### config.mk
export PLATFORM = sky130hd
export DESIGN_NAME = aes_req_sched
export DESIGN_NICKNAME = d
export VERILOG_FILES = /design/src/rtl/aes_req_sched.sv
export SDC_FILE = /design/constraint.sdc
export NUM_CORES = 2
export LEC_CHECK = 0
export ABC_AREA = 1
export CAP_MARGIN = 20
export CORE_AREA = 2 2 457 459
export CTS_CLUSTER_DIAMETER = 50
export DETAILED_ROUTE_END_ITERATION = 16
export DIE_AREA = 0 0 459 461
export SLEW_MARGIN = 20
export SYNTH_ARGS = -nofsm -noshare
export SYNTH_HDL_FRONTEND = slang
export SYNTH_SLANG_ARGS = --single-unit
### constraint.sdc
create_clock -name clk -period 61.4 [get_ports clk]
set_input_delay 6.14 -clock clk [delete_from_list [all_inputs] [get_ports clk]]
set_output_delay 6.14 -clock clk [all_outputs]
set_load 0.02 [all_outputs]
### src/rtl/aes_req_sched.sv
// Two-requester round-robin front end for a fixed-latency, non-stallable AES-128 core.
// Optional saturating statistics counters are enabled with `define AES_SCHED_STATS_EN.

module aes_req_sched_fifo #(
  parameter int W     = 128,
  parameter int DEPTH = 4
) (
  input  logic         clk,
  input  logic         reset,
  input  logic         i_push,
  input  logic [W-1:0] i_data,
  input  logic         i_pop,
  output logic         o_valid,
  output logic         o_full,
  output logic [W-1:0] o_data
);
  localparam int AW = $clog2(DEPTH);

  logic [AW:0]  r_wp;
  logic [AW:0]  r_rp;
  logic [W-1:0] r_mem [DEPTH];

  // Pointers carry one extra wrap bit so full and empty are distinguishable.
  always_ff @(posedge clk or posedge reset) begin
    if (reset) begin
      r_wp <= '0;
      r_rp <= '0;
      for (int k = 0; k < DEPTH; k++) r_mem[k] <= '0;
    end else begin
      if (i_push) begin
        r_mem[r_wp[AW-1:0]] <= i_data;
        r_wp                <= r_wp + 1'b1;
      end
      if (i_pop && o_valid) r_rp <= r_rp + 1'b1;
    end
  end

  assign o_valid = (r_wp != r_rp);
  assign o_full  = (r_wp[AW] != r_rp[AW]) && (r_wp[AW-1:0] == r_rp[AW-1:0]);
  assign o_data  = r_mem[r_rp[AW-1:0]];
endmodule

module aes_req_sched #(
  parameter int PIPE_LAT  = 21,
  parameter int RSP_DEPTH = 4
) (
  input  logic         clk,
  input  logic         reset,
  input  logic         i_req0_valid,
  output logic         o_req0_ready,
  input  logic [127:0] i_req0_state,
  input  logic [127:0] i_req0_key,
  input  logic         i_req1_valid,
  output logic         o_req1_ready,
  input  logic [127:0] i_req1_state,
  input  logic [127:0] i_req1_key,
  output logic         o_rsp0_valid,
  input  logic         i_rsp0_ready,
  output logic [127:0] o_rsp0_data,
  output logic         o_rsp1_valid,
  input  logic         i_rsp1_ready,
  output logic [127:0] o_rsp1_data,
  output logic [127:0] o_core_state,
  output logic [127:0] o_core_key,
  input  logic [127:0] i_core_out
`ifdef AES_SCHED_STATS_EN
  ,
  output logic [31:0]  o_stat_issue0,
  output logic [31:0]  o_stat_issue1,
  output logic [31:0]  o_stat_stall
`endif
);
  localparam int CW = $clog2(RSP_DEPTH + 1);
  localparam logic [CW-1:0] C_MAX = CW'(RSP_DEPTH);

  logic [127:0]      r_core_state;
  logic [127:0]      r_core_key;
  logic              r_last_grant;
  logic [PIPE_LAT:0] r_sv;
  logic [PIPE_LAT:0] r_st;
  logic [CW-1:0]     r_out0;
  logic [CW-1:0]     r_out1;

  logic w_elig0, w_elig1, w_gnt0, w_gnt1, w_issue;
  logic w_push0, w_push1, w_pop0, w_pop1;
  logic w_full0, w_full1;

  function automatic logic [CW-1:0] f_credit(input logic [CW-1:0] c, input logic inc,
                                             input logic dec);
    case ({inc, dec})
      2'b10:   return c + 1'b1;
      2'b01:   return c - 1'b1;
      default: return c;
    endcase
  endfunction

  assign w_elig0 = i_req0_valid && (r_out0 < C_MAX);
  assign w_elig1 = i_req1_valid && (r_out1 < C_MAX);

  // On contention the requester that did not win last time is granted.
  always_comb begin
    w_gnt0 = 1'b0;
    w_gnt1 = 1'b0;
    if (w_elig0 && w_elig1) begin
      if (r_last_grant) w_gnt0 = 1'b1;
      else              w_gnt1 = 1'b1;
    end else begin
      w_gnt0 = w_elig0;
      w_gnt1 = w_elig1;
    end
  end

  assign w_issue      = w_gnt0 || w_gnt1;
  assign o_req0_ready = w_gnt0;
  assign o_req1_ready = w_gnt1;

  always_ff @(posedge clk or posedge reset) begin
    if (reset) begin
      r_core_state <= '0;
      r_core_key   <= '0;
      r_last_grant <= 1'b1;
      r_sv         <= '0;
      r_st         <= '0;
      r_out0       <= '0;
      r_out1       <= '0;
    end else begin
      if (w_issue) begin
        r_core_state <= w_gnt1 ? i_req1_state : i_req0_state;
        r_core_key   <= w_gnt1 ? i_req1_key   : i_req0_key;
        r_last_grant <= w_gnt1;
      end
      r_sv   <= {r_sv[PIPE_LAT-1:0], w_issue};
      r_st   <= {r_st[PIPE_LAT-1:0], w_gnt1};
      r_out0 <= f_credit(r_out0, w_gnt0, w_pop0);
      r_out1 <= f_credit(r_out1, w_gnt1, w_pop1);
    end
  end

  assign o_core_state = r_core_state;
  assign o_core_key   = r_core_key;

  // Last tracking stage lines up with the core result currently on i_core_out.
  assign w_push0 = r_sv[PIPE_LAT] && !r_st[PIPE_LAT];
  assign w_push1 = r_sv[PIPE_LAT] &&  r_st[PIPE_LAT];
  assign w_pop0  = o_rsp0_valid && i_rsp0_ready;
  assign w_pop1  = o_rsp1_valid && i_rsp1_ready;

  aes_req_sched_fifo #(.W(128), .DEPTH(RSP_DEPTH)) u_fifo0 (
    .clk(clk), .reset(reset), .i_push(w_push0), .i_data(i_core_out), .i_pop(i_rsp0_ready),
    .o_valid(o_rsp0_valid), .o_full(w_full0), .o_data(o_rsp0_data)
  );

  aes_req_sched_fifo #(.W(128), .DEPTH(RSP_DEPTH)) u_fifo1 (
    .clk(clk), .reset(reset), .i_push(w_push1), .i_data(i_core_out), .i_pop(i_rsp1_ready),
    .o_valid(o_rsp1_valid), .o_full(w_full1), .o_data(o_rsp1_data)
  );

`ifdef AES_SCHED_STATS_EN
  logic [31:0] r_stat_issue0;
  logic [31:0] r_stat_issue1;
  logic [31:0] r_stat_stall;

  always_ff @(posedge clk or posedge reset) begin
    if (reset) begin
      r_stat_issue0 <= '0;
      r_stat_issue1 <= '0;
      r_stat_stall  <= '0;
    end else begin
      if (w_gnt0 && (r_stat_issue0 != 32'hFFFF_FFFF)) r_stat_issue0 <= r_stat_issue0 + 1'b1;
      if (w_gnt1 && (r_stat_issue1 != 32'hFFFF_FFFF)) r_stat_issue1 <= r_stat_issue1 + 1'b1;
      if ((i_req0_valid || i_req1_valid) && !w_issue && (r_stat_stall != 32'hFFFF_FFFF))
        r_stat_stall <= r_stat_stall + 1'b1;
    end
  end

  assign o_stat_issue0 = r_stat_issue0;
  assign o_stat_issue1 = r_stat_issue1;
  assign o_stat_stall  = r_stat_stall;
`endif
endmodule
==> metrics.csv <==
stage;metric;value;unit
floorplan;die_x;459;um
sta;fin_crit;15.55;ns
logic_synthesis;ys.flop_type;dfrtp_1;
logic_synthesis;synthMuxAreaShare;0.0001990;
sta;relSlewSlack;0.2666;
logic_synthesis;synthAdderAreaFrac;0.003361;
detailed_routing;routedWlPerCell;25.51;um
clocking;hold_buffers;0;
global_routing;grt_antenna_before_repair;84;
setup_path;worstPathArrival;9.41;ns
global_routing;grt_max_degree;182;
floorplan;start_util;0.2741;
sta;maxSlewViolCount;0;
sta;clock_skew;0.03720;ns
logic_synthesis;async_reset_ff_frac;1.000;
detailed_routing;drt-pass1-iter-count;6;
setup_path;crit_slowest_cell;clkdlybuf4s50_1;
detailed_routing;totalWireLength;260.5;mm
pwr;p_sw_frac;0.2291;
finish;final_util;0.3685;
worst_hold_path;hold_path_class;reg -> reg;
detailed_routing;num_vias;51770;
floorplan;io_pins;1162;
sta;hold_viol;0;
logic_synthesis;avgSynthCellArea;8.782;sq um
logic_synthesis;synthTopCellsByCount;1577 x nand2_1, 1342 x dfrtp_1, 1168 x o21ai_0;
logic_synthesis;synth_top_family_by_area;simple AND/OR/NAND/NOR gates;
finish;area_delta_synth_final;34.43;%
clocking;postCtsSetupBuffers;0;
setup_path;crit_required;55.26;ns
detailed_routing;viasPerCell;5.070;
pwr;seq_power_share;0.441;
setup_path;worstSetupPathType;in -> out;
logic_synthesis;synthesis.nets;7104;
logic_synthesis;yosys_warnings;0;
clocking;cts_buffers;169;
logic_synthesis;synth_top_area_share;0.5934;
logic_synthesis;yosysMostFrequentCell;nand2_1;
setup_path;crit_path_start_kind;input port;
clocking;cts.repair.resized;0;
global_routing;grt_pass1_wl;364.9;mm
sta;tightest_slew;1.100;ns
global_routing;overflow;0;
sta;setup-tns-final;0;ns
sta;period_share;0.2533;
detailed_routing;drt_iter0_markers;5579;
logic_synthesis;synthXorXnorAreaFrac;0.001857;
setup_path;critical-path-max-stage-delay;0.66;ns
flow_run;cap_violations;0;
finish;multi_input_area;20210;sq um
floorplan;core;206400;sq um
logic_synthesis;synth_top_area_cell;dfrtp_1;
finish;layout-drive-gt1-share;0.04925;
setup_path;critPathMaxFanout;105;
global_routing;track_usage;0.2390;
clocking;cts.sink_count;1343;
finish;fillers;20790;
pwr;p_comb_frac;0.040;
pwr;pwr-share-clk;0.520;
sta;rsz0062_at_grt;no;
logic_synthesis;ys_ff_latch;1343;
detailed_routing;ant_nets;0;
run_status;outcome;complete, no violations;
setup_path;crit_path_cell_trace;clkdlybuf4s50_1, nand2_1, inv_8, nand2_1, nand2_8, inv_8, clkdlybuf4s50_1;
logic_synthesis;syn_inst;6444;
sta;setup_viol;0;
logic_synthesis;ys_types;25;
placement;dp_cells;9867;
finish;fin_nets;7996;
detailed_routing;drc;0;
logic_synthesis;synth_edf_count;0;
logic_synthesis;synth-compound-area-share;0.1648;
placement;io_buffers;1161;
placement;dpl.hpwl;188.0;mm
clocking;cts_max_level;4;
pwr;net-switching-power;0.0004604;W
floorplan;row_count;167;
global_routing;grt_pass1_vias;48820;
finish;final_cells;10210;
pwr;vdd_drop_max;28.34;uV
pwr;p_per_area;26.42;nW/um^2
clocking;cts_tree;yes;
clocking;cts_root_buf;clkbuf_16;
finish;register_area;33620;sq um
logic_synthesis;synthSimpleGateAreaFrac;0.1852;
setup_path;cp-end-kind;output pin;
logic_synthesis;synthTopCellsByArea;dfrtp_1 59%, nand2_1 10%, o21ai_0 10%;
logic_synthesis;ys_seq_area_frac;0.5939;
floorplan;die_area;211600;sq um
clocking;clk-insertion-delay-late;0.82;ns
placement;globalplace.congestion;0.9902;
logic_synthesis;synth_area;56590;sq um
pwr;p_leak;34.53;nW
sta;clock.fmax;0.06430;GHz
pwr;intPower;0.001550;W
clocking;clkTransAtPathRegs;0.06;ns
clocking;clockBufferDepth;3;
floorplan;die_h;461;um
==> cell type report <==
class	instances	share of cell area
flip-flops and latches	1343	0.4420
inverters	155	0.008306
well taps	2704	0.04447
multi-input cells	4441	0.2656
clock inverters	80	0.01556
repair buffers	1226	0.1605
clock buffers	227	0.06243
diodes	35	0.001151
==> flip-flops by register name (all words and copies together) (netlist names) <==
name,flops
u_fifo0.r_wp,3
o_core_state,128
u_fifo1.r_rp,3
u_fifo0.r_mem,512
r_out1,3
r_st,22
r_out0,3
u_fifo0.r_rp,3
r_last_grant,1
u_fifo1.r_mem,512
u_fifo1.r_wp,3
r_sv,22
o_core_key,128
==> critical path, delay by kind of cell <==
family	cells	cell delay [ns]
buffers and inverters	4	2.10
and+or+nand+nor	3	1.02
==> per-stage QoR <==
step | worst slack (ns) | cell area, sq um | hold slack [ns] | total power [W]
3_3_place_gp | 45.88 | 69990 | 0.3321 | 0.0009821
5_1_grt | 45.72 | 76040 | 0.3486 | 0.002073
3_5_place_dp | 45.86 | 69990 | 0.3347 | 0.0009824
2_1_floorplan | 17.40 | 56590 | 0.3312 | 0.0009225
4_1_cts | 45.86 | 75920 | 0.3413 | 0.002032
6_report | 45.85 | 76070 | 0.3385 | 0.002010
==> worst paths after layout <==
check	start	endpoint	slack, ns	depth (start not counted)
worst max-delay path	i_req0_valid	o_req1_ready	45.85	7
worst min-delay path	r_sv[15]$_DFF_PP0_	r_sv[16]$_DFF_PP0_	0.34	0
worst max register to register	r_out0[2]$_DFFE_PP0P_	o_core_state[57]$_DFFE_PP0P_	56.72	11
worst min register to register	r_sv[15]$_DFF_PP0_	r_sv[16]$_DFF_PP0_	0.34	0
max in group asynchronous	reset	u_fifo0.r_mem[313]$_DFFE_PP0P_	51.78	6
min in group asynchronous	reset	u_fifo0.r_mem[119]$_DFFE_PP0P_	5.90	2
==> cell families (layout without fill, tap and decap cells) <==
logic type,count (synthesis),in the layout
AO/OA/AOI/OAI,1800,1800
XOR/XNOR,12,12
adder cells (fa/ha/maj),14,14
buffers and inverters,660,1688
flip-flops,1343,1343
multiplexers,1,1
other,0,35
AND/OR/NAND/NOR,2614,2614
==> routing by layer <==
layer / vias to the layer above / wire, um / global-route usage
met4: 58 / 16630 / 0.1490
met5: - / 369 / 0
met2: 2316 / 123500 / 0.3842
li1: 23430 / - / -
met3: 483 / 20190 / 0.06100
met1: 25480 / 99760 / 0.2861
==> layout by cell type, fill, tap and decap left out, types with 5 or more instances in the layout <==
cell	synthesis	routed
nand2_1	1577	1572
dfrtp_1	1342	1338
o21ai_0	1168	1168
clkdlybuf4s50_1	0	1161
nand3_1	520	520
nor2_1	512	512
o21ai_1	374	374
o22ai_1	256	256
clkbuf_16	0	171
inv_1	148	145
buf_4	35	57
diode_2	0	35
clkbuf_1	243	30
clkbuf_8	0	26
bufinv_16	0	18
clkinv_2	0	18
ha_1	12	12
inv_6	0	12
clkinv_4	0	11
inv_8	0	8
xor2_1	8	8
clkinvlp_4	0	8
clkinv_16	0	6
nand2_4	0	5
==> power by group through the flow <==
stage	sequential, W	clock (W)	combinational [W]
floorplan	0.000903	0	0.0000191
global placement	0.000901	0	0.0000809
detailed placement	0.000901	0	0.0000811
CTS	0.000885	0.00107	0.0000814
global route	0.000885	0.00110	0.0000859
finish	0.000885	0.00104	0.0000802
(Power assumes the default switching activity.)
